<file path="src/rtl/uart_pkg.sv">
// Shared UART constants: frame geometry, baud counter width, standard-rate bit times
// and the transmit engine state encoding.
package uart_pkg;

    localparam int unsigned FRAME_BITS = 11;
    localparam int unsigned BAUD_W     = 19;
    localparam int unsigned CNT_W      = 4;
    localparam int unsigned SYS_CLK_HZ = 50_000_000;

    // Clocks per bit for the standard rates at SYS_CLK_HZ
    localparam logic [BAUD_W-1:0] BAUD_K_9600   = BAUD_W'(SYS_CLK_HZ / 9600);
    localparam logic [BAUD_W-1:0] BAUD_K_19200  = BAUD_W'(SYS_CLK_HZ / 19200);
    localparam logic [BAUD_W-1:0] BAUD_K_38400  = BAUD_W'(SYS_CLK_HZ / 38400);
    localparam logic [BAUD_W-1:0] BAUD_K_57600  = BAUD_W'(SYS_CLK_HZ / 57600);
    localparam logic [BAUD_W-1:0] BAUD_K_115200 = BAUD_W'(SYS_CLK_HZ / 115200);

    // Encoding is the (doit, load_d1) pair
    typedef enum logic [1:0] {
        TX_IDLE  = 2'b00,
        TX_SHIFT = 2'b10,
        TX_LOAD  = 2'b11
    } tx_state_e;

    // Clock count for one bit; a programmed 0 behaves as 1
    function automatic logic [BAUD_W-1:0] clamp_baud_k(input logic [BAUD_W-1:0] k);
        return (k == '0) ? BAUD_W'(1) : k;
    endfunction

endpackage

</file>
<file path="src/rtl/uart_bit_timer.sv">
// Bit-time counter: runs while enabled and pulses btu_c on the last clock of each bit.
module uart_bit_timer
    import uart_pkg::*;
(
    input  logic              clk,
    input  logic              reset_n,
    input  logic              run,
    input  logic [BAUD_W-1:0] k_lat,
    output logic              btu_c
);

    logic [BAUD_W-1:0] timer_q;

    assign btu_c = run && (timer_q == (k_lat - BAUD_W'(1)));

    always_ff @(posedge clk or negedge reset_n) begin
        if (!reset_n) begin
            timer_q <= '0;
        end else if (!run || btu_c) begin
            timer_q <= '0;
        end else begin
            timer_q <= timer_q + BAUD_W'(1);
        end
    end

endmodule

</file>
<file path="src/rtl/uart_tx_engine.sv">
// UART transmit engine: latches a byte for the parity/stop decoder, builds the
// 11-bit-time frame and shifts it out LSB-first at the latched bit time.
module uart_tx_engine
    import uart_pkg::*;
(
    input  logic              clk,
    input  logic              reset_n,
    input  logic              load,
    input  logic [7:0]        out_port,
    input  logic [BAUD_W-1:0] baud_k,
    input  logic              bit_10,
    input  logic              bit_9,
    output logic [7:0]        ldata,
    output logic              tx,
    output logic              txrdy
);

    tx_state_e             state_q;
    tx_state_e             state_d;
    logic [FRAME_BITS-1:0] sr_q;
    logic [CNT_W-1:0]      cnt_q;
    logic [BAUD_W-1:0]     k_lat_q;
    logic                  accept_c;
    logic                  run_c;
    logic                  btu_c;
    logic                  done_c;

    assign accept_c = load && txrdy;
    assign run_c    = (state_q == TX_SHIFT);
    assign done_c   = btu_c && (cnt_q == CNT_W'(FRAME_BITS - 1));
    assign tx       = sr_q[0];

    uart_bit_timer u_bit_timer (
        .clk     (clk),
        .reset_n (reset_n),
        .run     (run_c),
        .k_lat   (k_lat_q),
        .btu_c   (btu_c)
    );

    always_ff @(posedge clk or negedge reset_n) begin
        if (!reset_n) begin
            state_q <= TX_IDLE;
        end else begin
            state_q <= state_d;
        end
    end

    always_comb begin
        state_d = state_q;
        case (state_q)
            TX_IDLE:  if (accept_c) state_d = TX_LOAD;
            TX_LOAD:  state_d = TX_SHIFT;
            TX_SHIFT: if (done_c) state_d = TX_IDLE;
            default:  state_d = TX_IDLE;
        endcase
    end

    // Start bit sits at the bottom so tx falls on the load cycle; the top 1 is the
    // trailing fill bit, and every shift back-fills with 1 so the line ends idle.
    always_ff @(posedge clk or negedge reset_n) begin
        if (!reset_n) begin
            sr_q    <= '1;
            txrdy   <= 1'b1;
            ldata   <= '0;
            cnt_q   <= '0;
            k_lat_q <= BAUD_W'(1);
        end else begin
            if (accept_c) begin
                ldata   <= out_port;
                k_lat_q <= clamp_baud_k(baud_k);
                txrdy   <= 1'b0;
            end

            if (state_q == TX_LOAD) begin
                sr_q <= {1'b1, bit_10, bit_9, ldata[6:0], 1'b0};
            end else if (btu_c) begin
                sr_q <= {1'b1, sr_q[FRAME_BITS-1:1]};
            end

            if (done_c) begin
                cnt_q <= '0;
                txrdy <= 1'b1;
            end else if (btu_c) begin
                cnt_q <= cnt_q + CNT_W'(1);
            end
        end
    end

endmodule

</file>
<file path="config.mk">
export PLATFORM = sky130hd
export DESIGN_NAME = uart_tx_engine
export DESIGN_NICKNAME = d
export VERILOG_FILES = /design/src/rtl/uart_pkg.sv /design/src/rtl/uart_bit_timer.sv /design/src/rtl/uart_tx_engine.sv
export SDC_FILE = /design/constraint.sdc
export NUM_CORES = 1
export LEC_CHECK = 0
export CELL_PAD_IN_SITES_DETAIL_PLACEMENT = 0
export CELL_PAD_IN_SITES_GLOBAL_PLACEMENT = 1
export CORE_MARGIN = 2
export CORE_UTILIZATION = 49
export CTS_BUF_LIST = sky130_fd_sc_hd__clkbuf_8
export DETAILED_ROUTE_END_ITERATION = 8
export GPL_ROUTABILITY_DRIVEN = 0
export MAX_ROUTING_LAYER = met4
export PLACE_DENSITY_LB_ADDON = 0.15
export SYNTH_ARGS = -nofsm -noshare
export SYNTH_HDL_FRONTEND = slang
export SYNTH_SLANG_ARGS = --single-unit
</file>
<file path="constraint.sdc">
create_clock -name clk -period 5.6 [get_ports clk]
set_input_delay 1.12 -clock clk [delete_from_list [all_inputs] [get_ports clk]]
set_output_delay 1.12 -clock clk [all_outputs]
set_load 0.005 [all_outputs]
</file>
==> impl_metrics.env <==
export IMPL_grt_max_degree=64
export IMPL_clk_path_buf_depth=2
export IMPL_syn_area_mm2=0.00372
export IMPL_hold_viol=0
export IMPL_r2r_cells=9
export IMPL_grt_total_usage=0.215
export IMPL_fillers=676
export IMPL_worst_setup_path_start_kind="flip-flop"
export IMPL_r2r_setup_slack_ps=2240
export IMPL_rsz0062_at_grt="no"
export IMPL_p_total_uw=896
export IMPL_viasPerCell=5.65
export IMPL_critPathKind="flip-flop to flip-flop"
export IMPL_cts_resized=0
export IMPL_grt_pass1_wl_um=13600
export IMPL_wl_per_cell_um=15.7
export IMPL_die_y_um=91.1
export IMPL_ys_ff_latch=63
export IMPL_layout_drive_gt1_share=0.171
export IMPL_drv_cap=0
export IMPL_synth_top_family_by_area="simple AND/OR/NAND/NOR gates"
export IMPL_hold_class="flip-flop to flip-flop"
export IMPL_yosysUniqueCellTypes=52
export IMPL_drt_iter0_markers=131
export IMPL_cts_buffers=9
export IMPL_synth_compound_area_share=0.0878
export IMPL_worst_slew_pin_slew_ps=787
export IMPL_crit_chain="inv_1 > ha_1 > nor4b_1 > nand4_1 > or3b_1 > a31oi_1 > o21a_1 > nand3_1 > mux2_2"
export IMPL_worstPathArrival_ps=3610
export IMPL_cts_sinks=63
export IMPL_io_pins=42
export IMPL_cts_tree="built"
export IMPL_fin_nets=455
export IMPL_critPathCaptureType="flip-flop"
export IMPL_wl_um=8180
export IMPL_synthesis_nets=422
export IMPL_placed_area_mm2=0.00417
export IMPL_fin_crit_ps=3360
export IMPL_yosys_area_share_simple=0.239
export IMPL_yosysSeqAreaShare=0.428
export IMPL_relSlewSlack=0.475
export IMPL_final_cell_area_mm2=0.00437
export IMPL_synth_area_per_cell_um2=9.71
export IMPL_power_density_mw_per_mm2=205
export IMPL_cts_repair_timing_setup_buffer_count=0
export IMPL_synth_ff_type="dfrtp_1"
export IMPL_dp_hpwl_um=5840
export IMPL_cts_root_buffer="clkbuf_8"
export IMPL_r2r_end="cnt_q[2]$_DFFE_PN0P_"
export IMPL_status="complete, no violations"
export IMPL_fin_crit_sh=0.601
export IMPL_fin_worst_skew_ps=10.8
export IMPL_h_tree_depth=3
export IMPL_die_w_um=91.1
export IMPL_drv_slew=0
export IMPL_achievable_frequency_mhz=297
export IMPL_muxShareOfSynthArea=0.0878
export IMPL_cp_required_ps=5840
export IMPL_hold_buffers=0
export IMPL_synth_fa_ha_area_frac=0.0236
export IMPL_async_flop_share=1.00
export IMPL_holdWs_ps=485
export IMPL_dr_pass1_iters=4
export IMPL_synth_xor_xnor_area_share=0.0942
export IMPL_grt_pass1_vias=2808
export IMPL_insertion_delay_ps=350
export IMPL_ys_top_cells_by_area="dfrtp_1, dfstp_2, mux2_2"
export IMPL_tns_ps=0
export IMPL_whs_endpoint="sr_q[0]$_DFFE_PN1P_"
export IMPL_hold_path_depth=2
export IMPL_synthTopCellsByCount="dfrtp_1, nor2_1, nand3_1"
export IMPL_grt_overflow=0
export IMPL_core_mm2=0.00729
export IMPL_drc=0
export IMPL_path_max_fanout=12
export IMPL_place_ws_ps=2240
export IMPL_finalSetupViolations=0
export IMPL_fin_ws_ps=2240
export IMPL_synth_edf_count=0
export IMPL_min_from="sr_q[1]$_DFFE_PN1P_"
export IMPL_die_area_mm2=0.00830
export IMPL_vias=2936
export IMPL_synth_cells=383
export IMPL_antenna_found_initial=0
export IMPL_diodes=0
export IMPL_port_buffer_count=41
export IMPL_yosys_warnings=0
export IMPL_synth_top_cell_area_share=0.343
export IMPL_ir_drop_uv=164
export IMPL_synth_top_area_cell="dfrtp_1"
export IMPL_reg2reg_from="k_lat_q[1]$_DFFE_PN0P_"
export IMPL_ant_nets=0
export IMPL_start_util=0.510
export IMPL_max_stage_delay_ps=610
export IMPL_syn2layout_area_growth_pct=17.6
export IMPL_cp_slowest_cell="nor4b_1"
export IMPL_yosysMostFrequentCell="dfrtp_1"
export IMPL_clk_pin_slew_ps=70
export IMPL_p_leak_uw=0.00194
export IMPL_num_rows=31
[cell usage in the layout, fill, tap and decap left out, drive strengths merged, types with 3 or more instances in the layout]
| cell type | n |
|---|---|
| or2 | 4 |
| nor2 | 37 |
| nand3b | 3 |
| mux2 | 29 |
| a21oi | 8 |
| nand4 | 7 |
| clkbuf | 11 |
| o221ai | 3 |
| dfrtp | 51 |
| a31oi | 4 |
| nand3 | 30 |
| or4 | 6 |
| nor4 | 12 |
| o311ai | 3 |
| ha | 7 |
| or3b | 3 |
| nor3 | 9 |
| and3 | 7 |
| buf | 5 |
| xnor2 | 20 |
| o21ai | 15 |
| clkdlybuf4s50 | 40 |
| dfstp | 12 |
| nor2b | 9 |
| o2111ai | 3 |
| inv | 12 |
| nand2 | 25 |
| xor2 | 20 |
| nor4b | 4 |
[layout make-up]
class	instances	area (um^2)	area share
multi-input combinational	287	1980	0.453
tap	99	124	0.0283
inverter	10	37.5	0.00859
clock buffer	11	151	0.0346
clock inverter	5	50.0	0.0115
sequential	63	1590	0.364
timing repair buffer	45	435	0.0996
[sequential cells by signal, summed over array words and instances, names as in the netlist]
register and flops:
cnt_q 4, txrdy 1, state_q 2, sr_q 10
k_lat_q 19, ldata 8, u_bit_timer.timer_q 19
[per-stage QoR]
step | std cells | utilization
floorplan | 383 | -
CTS | 520 | 0.599
detailed placement | 504 | 0.572
global placement | 504 | 0.572
global route | 520 | 0.599
finish | 520 | 0.599
[how the worst max path moves through the flow]
stage	startpoint	end	slack, ps	cells after the start
floorplan	k_lat_q[4]$_DFFE_PN0P_	cnt_q[0]$_DFFE_PN0P_	2610	9
global placement	k_lat_q[2]$_DFFE_PN0P_	u_bit_timer.timer_q[18]$_DFF_PN0_	2300	7
detailed placement	k_lat_q[2]$_DFFE_PN0P_	u_bit_timer.timer_q[7]$_DFF_PN0_	2240	7
global route	k_lat_q[0]$_DFFE_PN1P_	cnt_q[2]$_DFFE_PN0P_	1940	9
finish	k_lat_q[1]$_DFFE_PN0P_	cnt_q[2]$_DFFE_PN0P_	2240	9
CTS	k_lat_q[2]$_DFFE_PN0P_	u_bit_timer.timer_q[16]$_DFF_PN0_	2210	7
[worst max-delay path: cells and delay by family (launching register included)]
family          cells  cell delay [ps]
flops               1              410
mux                 1              280
simple gates        4             1460
fa+ha+maj           1              250
buf+inv             1               60
compound gates      2              770
[layer usage]
layer	wire (um)	track usage
met1	4020	0.295
met2	3660	0.315
met3	349	0.0523
met4	142	0.0657
met5	0	-
[power breakdown]
| part | leakage [uW] | switching (uW) | internal [uW] |
|---|---|---|---|
| Sequential | 0.000837 | 0 | 455 |
| Clock | 0.000108 | 182 | 226 |
| Combinational | 0.000990 | 13.7 | 19.5 |
| Total | 0.00194 | 195 | 701 |
[logic make-up (layout without fill, tap and decap cells)]
kind of cell	after synthesis	in the layout
xor+xnor	40	40
mux	29	29
flops	63	63
buf+inv	33	71
fa+ha+maj	7	7
simple gates	165	165
compound gates	46	46
Note: power is estimated with default switching activity, not from simulation.
